==> src/rtl/req_ack_pkg.sv <==
// Shared types and helpers for the req/ack responder: FSM states, latency limit and
// the lat_cfg-to-effective-latency mapping.
package req_ack_pkg;

  localparam int unsigned MAX_LAT_LIMIT = 3;

  typedef enum logic [1:0] {
    IDLE = 2'd0,
    WAIT = 2'd1,
    ACK  = 2'd2
  } state_e;

  // lat_cfg 0 and 1 both mean "next cycle"; larger requests are capped at max_lat.
  function automatic logic [1:0] eff_lat(input logic [1:0] cfg, input logic [1:0] max_lat);
    logic [1:0] l;
    if (cfg <= 2'd1) begin
      l = 2'd1;
    end else if (cfg > max_lat) begin
      l = max_lat;
    end else begin
      l = cfg;
    end
    return l;
  endfunction

endpackage

==> src/rtl/req_ack_lat_cnt.sv <==
// Latency counter: counts edges since accept and flags when the requested latency or the
// hard deadline would be met by entering ACK at the next edge.
module req_ack_lat_cnt
  import req_ack_pkg::*;
#(
  parameter logic [1:0] MaxLat = 2'(MAX_LAT_LIMIT)
) (
  input  logic       clk,
  input  logic       rst_n,
  input  logic       i_clear,
  input  logic       i_load,
  input  logic       i_en,
  input  logic [1:0] i_target,
  output logic       o_target,
  output logic       o_deadline
);

  logic [1:0] r_cnt;
  logic [2:0] w_next_lat;

  always_ff @(posedge clk or negedge rst_n) begin
    if (!rst_n) begin
      r_cnt <= 2'd0;
    end else if (i_clear) begin
      r_cnt <= 2'd0;
    end else if (i_load) begin
      r_cnt <= 2'd1;
    end else if (i_en && (r_cnt != 2'd3)) begin
      r_cnt <= r_cnt + 2'd1;
    end
  end

  // Latency the ack would have if the FSM entered ACK at the coming edge.
  assign w_next_lat = {1'b0, r_cnt} + 3'd1;
  assign o_target   = w_next_lat >= {1'b0, i_target};
  assign o_deadline = w_next_lat >= {1'b0, MaxLat};

endmodule

==> src/rtl/req_ack_responder.sv <==
// Request/acknowledge responder with bounded latency and busy back-pressure.
// Define REQ_ACK_RESPONDER_ASSERT_EN to compile in the embedded protocol assertions.
module req_ack_responder
  import req_ack_pkg::*;
#(
  parameter int unsigned DW      = 8,
  parameter int unsigned MAX_LAT = 3
) (
  input  logic          clk,
  input  logic          rst_n,
  input  logic          req,
  input  logic [DW-1:0] req_data,
  input  logic [1:0]    lat_cfg,
  input  logic          busy,
  output logic          ack,
  output logic [DW-1:0] resp_data,
  output logic          resp_err,
  output logic [15:0]   ack_cnt
);

  localparam int unsigned MaxLatI = (MAX_LAT < 1) ? 1 :
                                    ((MAX_LAT > MAX_LAT_LIMIT) ? MAX_LAT_LIMIT : MAX_LAT);
  localparam logic [1:0] MaxLat = 2'(MaxLatI);

  state_e        r_state;
  logic [DW-1:0] r_data;
  logic [1:0]    r_lat;
  logic          r_ack;
  logic [DW-1:0] r_resp_data;
  logic          r_resp_err;
  logic [15:0]   r_ack_cnt;

  logic [1:0] w_lat;
  logic       w_accept;
  logic       w_accept_ack;
  logic       w_wait_ack;
  logic       w_target;
  logic       w_deadline;

  assign w_lat        = eff_lat(lat_cfg, MaxLat);
  assign w_accept     = ((r_state == IDLE) || (r_state == ACK)) && req;
  // The accept edge itself counts as latency 1, so a short, unstalled request acks at once.
  assign w_accept_ack = ((w_lat == 2'd1) && !busy) || (MaxLat == 2'd1);
  assign w_wait_ack   = (r_state == WAIT) && ((w_target && !busy) || w_deadline);

  req_ack_lat_cnt #(
    .MaxLat(MaxLat)
  ) u_lat_cnt (
    .clk       (clk),
    .rst_n     (rst_n),
    .i_clear   (w_wait_ack),
    .i_load    (w_accept),
    .i_en      (r_state == WAIT),
    .i_target  (r_lat),
    .o_target  (w_target),
    .o_deadline(w_deadline)
  );

  always_ff @(posedge clk or negedge rst_n) begin
    if (!rst_n) begin
      r_state     <= IDLE;
      r_data      <= '0;
      r_lat       <= 2'd1;
      r_ack       <= 1'b0;
      r_resp_data <= '0;
      r_resp_err  <= 1'b0;
      r_ack_cnt   <= 16'd0;
    end else begin
      r_ack_cnt <= r_ack_cnt + {15'd0, r_ack};
      unique case (r_state)
        IDLE, ACK: begin
          if (req) begin
            r_data <= req_data;
            r_lat  <= w_lat;
            if (w_accept_ack) begin
              r_state     <= ACK;
              r_ack       <= 1'b1;
              r_resp_data <= req_data + DW'(1);
              r_resp_err  <= busy;
            end else begin
              r_state     <= WAIT;
              r_ack       <= 1'b0;
              r_resp_data <= '0;
              r_resp_err  <= 1'b0;
            end
          end else begin
            r_state     <= IDLE;
            r_ack       <= 1'b0;
            r_resp_data <= '0;
            r_resp_err  <= 1'b0;
          end
        end
        WAIT: begin
          if (w_wait_ack) begin
            r_state     <= ACK;
            r_ack       <= 1'b1;
            r_resp_data <= r_data + DW'(1);
            // Without busy the target is always met by the deadline, so busy marks a forced ack.
            r_resp_err  <= busy;
          end
        end
        default: begin
          r_state     <= IDLE;
          r_ack       <= 1'b0;
          r_resp_data <= '0;
          r_resp_err  <= 1'b0;
        end
      endcase
    end
  end

  assign ack       = r_ack;
  assign resp_data = r_resp_data;
  assign resp_err  = r_resp_err;
  assign ack_cnt   = r_ack_cnt;

`ifdef REQ_ACK_RESPONDER_ASSERT_EN
  a_req_ack: assert property (@(posedge clk) disable iff (!rst_n) req |-> ##[1:MaxLatI] ack)
    else $error("req not acknowledged within MAX_LAT cycles");

  a_ack_after_reset: assert property (@(posedge clk) $rose(rst_n) |-> !ack)
    else $error("ack high at the edge following reset release");

  a_err_with_ack: assert property (@(posedge clk) disable iff (!rst_n) resp_err |-> ack)
    else $error("resp_err asserted without ack");
`else
`endif

endmodule
==> config.mk <==
export PLATFORM = sky130hd
export DESIGN_NAME = req_ack_responder
export DESIGN_NICKNAME = d
export VERILOG_FILES = /design/src/rtl/req_ack_pkg.sv /design/src/rtl/req_ack_lat_cnt.sv /design/src/rtl/req_ack_responder.sv
export SDC_FILE = /design/constraint.sdc
export NUM_CORES = 1
export LEC_CHECK = 0
export CORE_MARGIN = 2
export CORE_UTILIZATION = 45
export CTS_CLUSTER_SIZE = 28
export DETAILED_ROUTE_END_ITERATION = 8
export HOLD_SLACK_MARGIN = 0.02
export PLACE_DENSITY = 0.86
export SYNTH_ARGS = -nofsm -noshare
export SYNTH_HDL_FRONTEND = slang
export SYNTH_SLANG_ARGS = --single-unit
==> constraint.sdc <==
create_clock -name clk -period 1.7 [get_ports clk]
set_clock_uncertainty 0.1 [all_clocks]
set_input_delay 0.34 -clock clk [delete_from_list [all_inputs] [get_ports clk]]
set_output_delay 0.34 -clock clk [all_outputs]
set_load 0.05 [all_outputs]
Word level (Yosys, flattened, before mapping)
Index checks and enable logic that the tools add are counted.
{ "op_classes": {"eq_ne": 5, "magnitude_cmp": 4, "reduce_logical": 12, "n_mux": 21, "n_addsub": 5} }
{ "ops": {"columns": ["op", "count"], "rows": [
  ["8-bit two-way mux", 3],
  ["16-bit by 1-bit adder with 16-bit output", 1],
  ["8-bit by 1-bit adder with 8-bit output (second input constant)", 2],
  ["2-bit two-way mux", 8],
  ["8-bit case mux with 2 select lines", 1],
  ["1-bit two-way mux", 6],
  ["1-bit logical AND", 5],
  ["2-bit by 1-bit equality test with 1-bit output (second input constant)", 2],
  ["1-bit case mux with 2 select lines", 2],
  ["2-bit case mux with 2 select lines", 1],
  ["2-bit by 1-bit adder with 3-bit output (second input constant)", 1],
  ["3-bit by 2-bit greater-or-equal comparator with 1-bit output", 1],
  ["3-bit by 2-bit greater-or-equal comparator with 1-bit output (second input constant)", 1],
  ["3-bit nonzero test", 1],
  ["2-bit by 1-bit adder with 2-bit output (second input constant)", 1],
  ["2-bit equality test (second input constant)", 1],
  ["2-bit greater-than comparator (second input constant)", 1],
  ["2-bit by 1-bit less-or-equal comparator with 1-bit output (second input constant)", 1],
  ["2-bit zero test", 1],
  ["1-bit logical OR", 2],
  ["2-bit by 1-bit != test with 1-bit output (second input constant)", 1],
  ["2-bit != test (second input constant)", 1],
  ["2-bit AND reduction", 1],
  ["2-bit OR reduction", 1],
  ["1-bit zero test", 1]
]} }
{ "word_totals": {"in_bits": 14, "regBits": 40, "output_inout_bits": 26} }

Longest topological paths before layout
{ "logic_depth": {"ltp_word": 8, "mapped_depth": 7, "depth_no_buf": 7} }

Modules after synthesis
From an unflattened synthesis, not the netlist that was laid out.
{ "unflattened": {"cells_unflattened": 167, "hier_area_um2": 1961.9} }
{ "by_module_without_submodules": {"columns": ["mod", "n_inst", "seq_area_each_um2", "area_per_inst_um2", "cells_per_inst"], "rows": [
  ["req_ack_responder", 1, 927.1, 1760.4, 149],
  ["req_ack_lat_cnt", 1, 50.0, 201.4, 18]
]} }

Worst setup path before layout
OpenSTA, ideal clock, no wires.
{ "synth_path": {"kind": "reg-to-reg", "from": "register r_state[1] (netlist name)", "to": "register r_ack_cnt[13] (netlist: ack_cnt[13])", "setup_slack_ns": -0.196, "arrival_ns": 1.655, "synth_period_minus_slack_ns": 1.896, "stages_incl_launch_ff": 7, "path_buffers": 0, "required_time_ns": 1.459, "setup_time_ns": 0.141, "cell_sequence": "dfrtp_1 ha_1 nand3_1 nand2b_4 nor2_1 nand3_1 xnor2_1"} }
{ "synth_lines": {"columns": ["element", "line_no", "rtl"], "rows": [
  ["end signal: assignment", "req_ack_responder.sv:69", "r_ack_cnt <= r_ack_cnt + {15'd0, r_ack};"],
  ["end: declaration", "req_ack_responder.sv:31", "logic [15:0] r_ack_cnt;"]
]} }

Final worst setup path
{ "layout_path": {"from": "register u_lat_cnt.r_cnt[0]", "to": "register r_resp_data[4] (netlist: resp_data[4])"} }
{ "layout_between": {"elab_chain_len": 6, "word_cells_on_any_way": 7, "classes_between": "1 x add/sub; 2 x order compare; 1 x eq/ne; 3 x reduce/logical"} }
{ "layout_rtl": {"columns": ["element", "line_no", "rtl"], "rows": [
  ["start: declaration", "req_ack_lat_cnt.sv:18", "logic [1:0] r_cnt;"],
  ["start signal: assignment", "req_ack_lat_cnt.sv:29", "r_cnt <= r_cnt + 2'd1;"],
  ["2-bit by 1-bit adder with 3-bit output (*)", "req_ack_lat_cnt.sv:34", "assign w_next_lat = {1'b0, r_cnt} + 3'd1;"],
  ["3-bit by 2-bit greater-or-equal comparator with 1-bit output", "req_ack_lat_cnt.sv:35", "assign o_target = w_next_lat >= {1'b0, i_target};"],
  ["1-bit logical AND", "req_ack_responder.sv:44", "assign w_wait_ack = (r_state == WAIT) && ((w_target && !busy) || w_deadline);"],
  ["1-bit logical OR (*)", "req_ack_responder.sv:44", null],
  ["1-bit logical AND (*)", "req_ack_responder.sv:44", null],
  ["2-bit by 1-bit != test with 1-bit output (no source line) (*)", null, null],
  ["end signal: assignment", "req_ack_responder.sv:78", "r_resp_data <= req_data + DW'(1);"],
  ["end signal: assignment", "req_ack_responder.sv:97", "r_resp_data <= r_data + DW'(1);"],
  ["end: declaration", "req_ack_responder.sv:29", "logic [DW-1:0] r_resp_data;"]
]} }
Every way passes the cells marked *; elsewhere a longest branch is shown, timed or not.
A chain may end at the register's enable or synchronous reset.

==> results by group <==
Outcome
  – Outcome: finished, violations left
  – Failing checks: setup timing

Yosys
  – Post-synth cell types: 31
  – Cell area after synthesis: roughly 0.0019 mm^2
  – Commonest cells post-synth: dfrtp_1 (38), nand2_1 (35), nand3_1 (14), xnor2_1 (14), xor2_1 (13)
  – Post-synthesis mux area share: 0
  – Seq/Total Area, Yosys: 0.5142
  – Cell taking the most area after synthesis: dfrtp_1
  – Top cells by area, synth: dfrtp_1 (50%), nand2_1 (6.9%), xnor2_1 (6.5%)
  – Mapped Cells: 181
  – Post-Syn Nets: 203
  – Area fraction of the dominant cell type after synthesis: 0.5003
  – Post-synthesis xor/xnor area fraction: 0.1244
  – Yosys Warn Count: 0
  – Combinational family with the most area after synthesis: simple AND/OR/NAND/NOR gates
  – Synth async-reset ratio: 1.000
  – Compound-gate portion of the synthesized area: 0.1060
  – Adder-cell share of the synthesized area: 0.05662
  – Post-Synth Simple-Gate Area: 0.1843
  – Syn Area/Cell: ~11 um^2
  – Synth Flop Type: dfrtp_1
  – Post-synth EDFFs: 0
  – Synth Register Bits: 39
  – Most common cell in the synthesized netlist: dfrtp_1

Layout
  – Post-route cell area: approximately 0.0029 mm^2
  – Fill cell count: approximately 270
  – Antenna cells: 0
  – Share of post-route cells with drive strength above 1: 0.2869
  – Final Core Density: 0.7242
  – Cell Count, Final, Fillers Out: about 290
  – Layout net count: about 270
  – Area Overhead vs Synth: 53.52%

Worst hold path
  – Hold path endpoint: r_data[7]
  – Min-Delay Startpoint: r_data[7]
  – Hold path depth: 2
  – Hold crit path type: reg -> reg

Critical path
  – Class of the most critical setup path: reg -> reg
  – Critical path peak fanout: 5
  – Type of origin of the critical path: flop
  – Req. time, crit path: ~1.8 ns
  – R2R Path End: resp_data[4]
  – Crit path arrival time: 1.93 ns
  – Internal reg-to-reg setup slack: -0.14 ns
  – CP Cell Sequence: inv_2 > fa_1 > o211ai_1 > buf_4 > a21oi_4 > a22o_1
  – FF-to-FF Start: u_lat_cnt.r_cnt[0]
  – Crit end category: flop
  – Max incr delay on CP: approximately 0.4 ns
  – Worst reg-to-reg path cell count: 6
  – Slowest CP cell: fa_1
  – Crit. Startpoint: u_lat_cnt.r_cnt[0]

Clock network
  – CTS tree: built
  – Clk pin slew, worst setup/hold paths: roughly 0.080 ns
  – Root buffer cell: clkbuf_8
  – Clock sink count: 39
  – Worst skew pair latency: roughly 0.3 ns
  – H-Tree Depth: 2
  – CTS buffer count: 5
  – Clock tree buffer depth: 2

Drt
  – Routed via count: about 1.6k
  – DRT antenna net count: 0
  – Drt first pass iters: 4
  – Wire per inst: 15.09 um
  – DR DRC count: 0
  – DR iter-0 viols: 79
  – Via-to-Cell Ratio: 5.371
  – Final WL: about 4400 um

Floorplanning
  – Die width: a little under 70 um
  – I/O Pins: 40
  – Core area: slightly above 0.004 mm^2
  – Die height: 68.99 um
  – Row cnt: 23
  – Die area: 0.004760 mm^2
  – Starting Density: 0.4717

Timing
  – Setup slack after layout: -0.1427 ns
  – Fmax: 0.5427 GHz
  – Min Hold Slack: 0.4094 ns
  – Actual slew at the worst max-slew pin: slightly below 0.5 ns
  – Slew headroom: 0.6739
  – Final hold violation count: 0
  – RSZ-0062 raised after global routing: true
  – Min cycle time layout: between 1.5 and 2 ns
  – Count of pins over their slew limit: 0
  – Crit share post-route: 1.084
  – Final Setup Violations: 12
  – Setup TNS: -1.348 ns

Global route
  – Vias in the first global route: approximately 1.6k
  – GRT Total Usage: 0.2072
  – First-pass GRT wire length: between 7000 and 8000 um
  – Total grt overflow: 0
  – Largest net degree at the start of global routing: 23
  – Antenna violations before repair: 0

Placement
  – DP Wirelength: 3272 um
  – Buffers on Ports: 39
  – Placed insts: 283
  – Final GP Congestion: about 0.86
  – Placed cell areas: about 0.0027 mm^2
  – Place WS: -0.2268 ns

Pwr
  – VDD IR max: 1.271 mV
  – PwrDens: 1769 mW/mm^2
  – Leakage: between 1 and 1.5 nW
  – Total power: roughly 5.2 mW

Run
  – Max cap viols: 0
==> area by class of cell <==
cell class / count / area (um^2) / share of cell area
Clock inverter: 2 / 60.06 / 0.02058
Clock buffer: 6 / 72.57 / 0.02487
Inverter: 5 / 18.77 / 0.006432
Multi-Input combinational cell: 136 / 957.2 / 0.3280
Tap cell: 50 / 62.56 / 0.02144
Timing Repair Buffer: 56 / 763.2 / 0.2616
Sequential cell: 39 / 983.4 / 0.3370
==> layout by cell type (no fill, tap or decap), drive strengths merged, types with 4 or more instances in the layout <==
master and n:
buf 43, clkdlybuf4s50 12, xnor2 14, clkbuf 6
a22o 9, inv 5, o22ai 7, dfrtp 38
nor2 12, and3 4, nand3 14, xor2 13
ha 7, nand2 35
==> metal layers <==
metal  vias up  share of wire  GRT usage
li1        757              -          -
met1       747           0.40     0.2458
met2        65           0.51     0.3474
met3        10          0.064    0.05682
met4         0          0.024    0.09804
met5         -              0          0
==> power breakdown <==
part | switching [mW] | leakage [nW] | total [mW] | internal, mW
clock | 0.335 | 0.0654 | 0.921 | 0.587
sequential | 0.389 | 0.500 | 1.64 | 1.25
combinational | 1.39 | 0.751 | 2.60 | 1.21
total | 2.12 | 1.32 | 5.16 | 3.04
==> worst max-delay path: cells and delay by family, from the launching register on <==
family | cells | cell delay [ns]
fa+ha+maj | 1 | 0.40
compound gates | 3 | 0.56
buf+inv | 2 | 0.28
flops | 1 | 0.39
==> kinds of logic after synthesis <==
group / Yosys count
and+or+nand+nor: 74
DFF: 39
xor gates and xnor gates: 27
AOI/OAI and AO/OA: 26
adders and majority gates: 8
buffers and inverters: 7
==> worst max path at each step <==
stage / slack (ns) / end
final: -0.14 / resp_data[4]
after floorplan: -0.09 / resp_data[0]
after detailed placement: -0.23 / resp_data[6]
after global placement: -0.14 / resp_data[4]
after global routing: -0.21 / resp_data[6]
after CTS: -0.11 / resp_data[4]
==> what timing repair did <==
| item | in CTS | in global routing |
|---|---|---|
| endpoints found under the hold margin | 19 | 0 |
| hold buffers | 1 | 0 |
| pin swaps | 12 | 1 |
| gates cloned | 1 | 0 |
| endpoints found under the setup margin | 12 | 14 |
| gates resized for setup | 6 | 3 |
| buffers inserted | 1 | 0 |
==> flip-flops by register name (all words and copies together), names as in the netlist <==
register and cells:
ack_cnt 16, r_data 8, r_lat 2, r_state 2
resp_data 8, resp_err 1, u_lat_cnt.r_cnt 2
No activity file was read; power rests on OpenSTA's default activity.
==> variant 1 (same flow settings) <==
Put one more register stage on the output `resp_err`, cleared by the reset. The value now appears one clock later. The other outputs are not delayed to match.
--- a/src/rtl/req_ack_responder.sv
+++ b/src/rtl/req_ack_responder.sv
@@ -111,7 +111,13 @@
 
   assign ack       = r_ack;
   assign resp_data = r_resp_data;
-  assign resp_err  = r_resp_err;
+  always_ff @(posedge clk or negedge rst_n) begin
+    if (!rst_n) begin
+      resp_err <= '0;
+    end else begin
+      resp_err <= r_resp_err;
+    end
+  end
   assign ack_cnt   = r_ack_cnt;
 
 `ifdef REQ_ACK_RESPONDER_ASSERT_EN
Function: changed (Yosys sat finds a counterexample within 4 cycles, from zero or initial values and one cycle with rst_n low).
==> variant 1 against the original RTL <==
The flow still finishes with violations (setup timing). Routed wire length up 2.1%. Power is 3.9% higher. Setup slack worse by 11 ps. Fmax shrank 0.60%. Via count rose by 1.3%. Sequential cell count grew 1. Final area increased by 3.0%. Area after synthesis increased by 1.8%.
==> variant 1: results (changes against the original RTL) <==
Outcome
  – Status: finished with violations (unchanged)
  – Failing checks: setup timing (unchanged)

STA
  – Final setup viols: 12 (unchanged)
  – Final WS setup: -154 ps (was -143 ps)
  – Least-Margin Pin Slew: 442 ps (was 489 ps)

GRT
  – All-Layer GR Usage: 0.206 (was 0.207)
  – Global-route wire length before repair: 8.04 mm (was 7.09 mm)
  – Largest net degree at the start of global routing: 24 (was 23)
  – Met1 global-route usage: 0.252 (was 0.246)
  – Number of global-route vias before repair: 1711 (was 1577)
  – M2 GR Usage: 0.369 (was 0.347)
  – Initial antenna violation count: 0 (unchanged)
  – Met3 GRT Util: 0.0509 (was 0.0568)

Synthesis
  – Synth cell count leaders: dfrtp_1, nand2_1, nand3_1, xnor2_1, xor2_1 (unchanged)
  – Sequential fraction of the synthesis area: 0.518 (was 0.514)
  – Async S/R FF share, synth: 1.00 (unchanged)
  – Synth Instances: 183 (was 181)
  – Top cells by area, synth: dfrtp_1, nand2_1, xnor2_1, xor2_1, ha_1 (unchanged)
  – Yosys cell types: 31 (unchanged)
  – Syn nets: 205 (was 203)
  – Yosys warnings: 0 (unchanged)

CTS
  – Clk_lat worst skew: a little under 300 ps
  – Num CTS Buffers: 5 (unchanged)
  – Htree depth: 2 (unchanged)
  – Clk slew on worst S/H paths: 80 ps (about the same)
  – CTS root buf: clkbuf_8 (unchanged)

Setup path
  – Reg2Reg Depth: 6 (unchanged)
  – Crit path arrival time: roughly 1900 ps
  – Highest net fanout along the worst path: 5 (unchanged)
  – RR Endpoint: resp_data[1] (was resp_data[4])
  – CP Launch Point: u_lat_cnt.r_cnt[0] (unchanged)
  – Delay-heaviest family, CP: compound AO/OA/AOI/OAI gates (unchanged)
  – CP max-delay cell: fa_1 (unchanged)
  – Slowest Stage Delay on Critical Path: 440 ps (was 400 ps)
  – CP endpoint kind: flop (unchanged)

Routing
  – First drt pass iteration count: 4 (unchanged)
  – Vias: 1600 (was 1579)
  – Final wirelength: 4.53 mm (was 4.44 mm)
  – DRT iter0 DRCs: 120 (was 79)

Power
  – Max VDD drop: 0.000942 V (was 0.00127 V)
  – Leak Pwr: 0.00136 µW (was 0.00132 µW)

Placed design
  – Cell area after placement: 2760 µm² (was 2720 µm²)
  – PortBufs: 39 (unchanged)
  – HPWL Detailed: 3.32 mm (was 3.27 mm)
  – Placed cells: 286 (was 283)
  – Global placement routability congestion: 0.778 (was 0.858)

Final layout
  – Fillers: 270 (was 269)
  – Finished Layout Cells: 298 (was 294)
  – Share of cells above drive strength 1: 0.315 (was 0.287)
  – Nets: 269 (was 265)
  – # diodes: 0 (unchanged)

Hold path
  – WHS Path Cells: 0 (was 2)
  – Hold endpoint: resp_err (was r_data[7])
  – Worst min-delay path startpoint: r_resp_err (was r_data[7])
## variant 1: cell count changes after synthesis, sizes merged
cell,unedited run,this run
dfrtp,38,39
buf,1,2
## variant 1: what timing repair did
item,4_1_cts,5_1_grt
buffers inserted,2,0
resized for setup,5,10
hold buffers,1,0
gates cloned,1,0
endpoints found under the hold margin,16,0
pin swaps,6,11
setup endpoints to repair,12,15
## variant 1: layout make-up
| cell class | count | area share |
|---|---|---|
| flip-flops and latches | 40 | 0.336 |
| repair buffers | 59 | 0.263 |
| clock buffers | 6 | 0.0241 |
| clock inverters | 2 | 0.0200 |
| well taps | 50 | 0.0208 |
| inverters | 5 | 0.00624 |
| multi-input cells | 136 | 0.330 |
## variant 1: kinds of logic (layout without fill, tap and decap cells)
family                   after synthesis  count (layout)  synth area share
AND/OR/NAND/NOR                       74              74             0.180
flip-flops                            40              40             0.518
XOR/XNOR                              27              27             0.122
AO/OA/AOI/OAI                         26              27             0.107
adder cells (fa/ha/maj)                8               8            0.0556
buffers and inverters                  8              72            0.0168
## variant 1: per-stage QoR
stage               worst slack, ps  hold slack, ps   util  setup TNS, ps
floorplan                     -17.6           -55.6      -           -141
global placement               -203             205  0.681          -1400
detailed placement             -244             206  0.681          -1890
CTS                            -129             289  0.728          -1080
global route                   -236             302  0.741          -2360
finish                         -154             298  0.741          -1340
## variant 1: metal layers
layer,vias up,routed length [µm],part of all wire
li1,758,-,-
met1,778,1900,0.42
met2,60,2370,0.52
met3,4,233,0.051
met4,0,21,0.0046
met5,-,0,0
## variant 1: power by group
part | switching, µW | internal (µW)
Clock | 325 | 587
Combinational | 1450 | 1310
Sequential | 412 | 1280
Total | 2190 | 3170
==> variant 2 (config.mk and constraints unchanged) <==
Made on the original files. `DW`: 8 -> 7.
--- a/src/rtl/req_ack_responder.sv
+++ b/src/rtl/req_ack_responder.sv
@@ -3,7 +3,7 @@
 module req_ack_responder
   import req_ack_pkg::*;
 #(
-  parameter int unsigned DW      = 8,
+  parameter int unsigned DW      = 7,
   parameter int unsigned MAX_LAT = 3
 ) (
   input  logic          clk,
Interface: changed (resized req_data and resp_data); port bits go from 40 to 38. No check against the original RTL was run, so the function may have changed too.
==> variant 2 against the original RTL <==
The run still ends with setup timing left. Sequential cell count down 2. Final area down 3.0%. Area after synthesis down 5.7%. Setup slack better by 21 ps. Combinational power about the same. Clock power down 13%. Critical endpoint is now resp_data[0]. Synthesized cell count down 7.7%. Routed wire length down 5.1%. Largest power group unchanged. Critical path type unchanged. Critical path depth unchanged. Largest cell class unchanged. Power down 4.4%.
==> variant 2: results (changes against the original RTL) <==
Placed design
  – PortBufs: 37 (was 39)
  – Setup WS pre-CTS: -236 ps (was -227 ps)
  – Global placement routability congestion: 0.849 (was 0.858)
  – HPWL Detailed: 2.92 mm (was 3.27 mm)
  – Cell area after placement: 2630 µm² (was 2720 µm²)

Final layout
  – Share of cells above drive strength 1: 0.348 (was 0.287)
  – Nets: 250 (was 265)
  – Fillers: 243 (was 269)

Routing
  – Met1 wire length: 1.71 mm (was 1.78 mm)
  – DRC: 0 (unchanged)
  – DRT iter0 DRCs: 130 (was 79)
  – Met3 wire length: 206 µm (was 284 µm)
  – Final wirelength: 4.21 mm (was 4.44 mm)
  – Vias: 1490 (was 1579)
  – Met2 wire len: 2.23 mm (was 2.27 mm)

Power
  – Switch Pwr: 2030 µW (was 2120 µW)
  – Clock Power Share: 0.162 (was 0.179)
  – Leak Pwr: 0.00126 µW (was 0.00132 µW)
  – Total power: 4940 µW (was 5160 µW)
  – Max VDD drop: 0.00110 V (was 0.00127 V)
  – Seq power: 1540 µW (was 1640 µW)

STA
  – Final WS setup: -122 ps (was -143 ps)
  – Post-route setup TNS: -948 ps (was -1350 ps)
  – Final setup viols: 11 (was 12)

Synthesis
  – Avg Inst Size Synth: 10.7 µm² (was 10.5 µm²)
  – Sequential fraction of the synthesis area: 0.517 (was 0.514)
  – Top cells by area, synth: dfrtp_1, xnor2_1, nand2_1, ha_1, xor2_1 (was dfrtp_1, nand2_1, xnor2_1, xor2_1, ha_1)
  – Yosys cell types: 32 (was 31)
  – Synth cell count leaders: dfrtp_1, nand2_1, xnor2_1, nand3_1, xor2_1 (was dfrtp_1, nand2_1, nand3_1, xnor2_1, xor2_1)
  – Syn nets: 188 (was 203)

Setup path
  – Launch point of the worst reg-to-reg path: u_lat_cnt.r_cnt[1] (was u_lat_cnt.r_cnt[0])
  – Highest net fanout along the worst path: 7 (was 5)
  – Crit path arrival time: 1950 ps (was 1930 ps)
  – Slowest Stage Delay on Critical Path: 480 ps (was 400 ps)

GRT
  – All-Layer GR Usage: 0.216 (was 0.207)
  – Largest net degree at the start of global routing: 38 (was 23)
  – M2 GR Usage: 0.381 (was 0.347)
  – Number of global-route vias before repair: 1571 (was 1577)
  – Met1 global-route usage: 0.258 (was 0.246)
  – Met3 GRT Util: 0.0507 (was 0.0568)

Outcome
  – Status: finished with violations (unchanged)
  – Failing checks: setup timing (unchanged)

CTS
  – Clk_lat worst skew: approximately 290 ps

Hold path
  – Hold crit path type: input port to asynchronous set/reset pin (was flop to flop)
variant 2: logic make-up (layout without fill, tap and decap cells):
logic type | after synthesis | count (layout) | synth area share
buffers and inverters | 7 | 69 | 0.0167
AOI/OAI and AO/OA | 23 | 24 | 0.104
and+or+nand+nor | 67 | 67 | 0.180
DFF | 37 | 37 | 0.517
adders and majority gates | 8 | 8 | 0.0600
xor gates and xnor gates | 25 | 25 | 0.122
variant 2: area by class of cell:
type                    count  share of cell area
flip-flops and latches     37               0.330
multi-input cells         124               0.324
clock inverters             2              0.0133
inverters                   5             0.00663
clock buffers               6              0.0292
repair buffers             56               0.276
well taps                  48              0.0212
variant 2: final timing paths:
path / end / slack [ps] / cells past startpoint
setup / recovery: resp_data[0] / -120 / 6
hold / removal: ack_cnt[3] / 320 / 2
setup reg to reg: resp_data[0] / -120 / 6
hold reg to reg: r_data[6] / 410 / 2
max in group asynchronous: r_lat[0] / 930 / 2
min in group clk: r_data[6] / 410 / 2
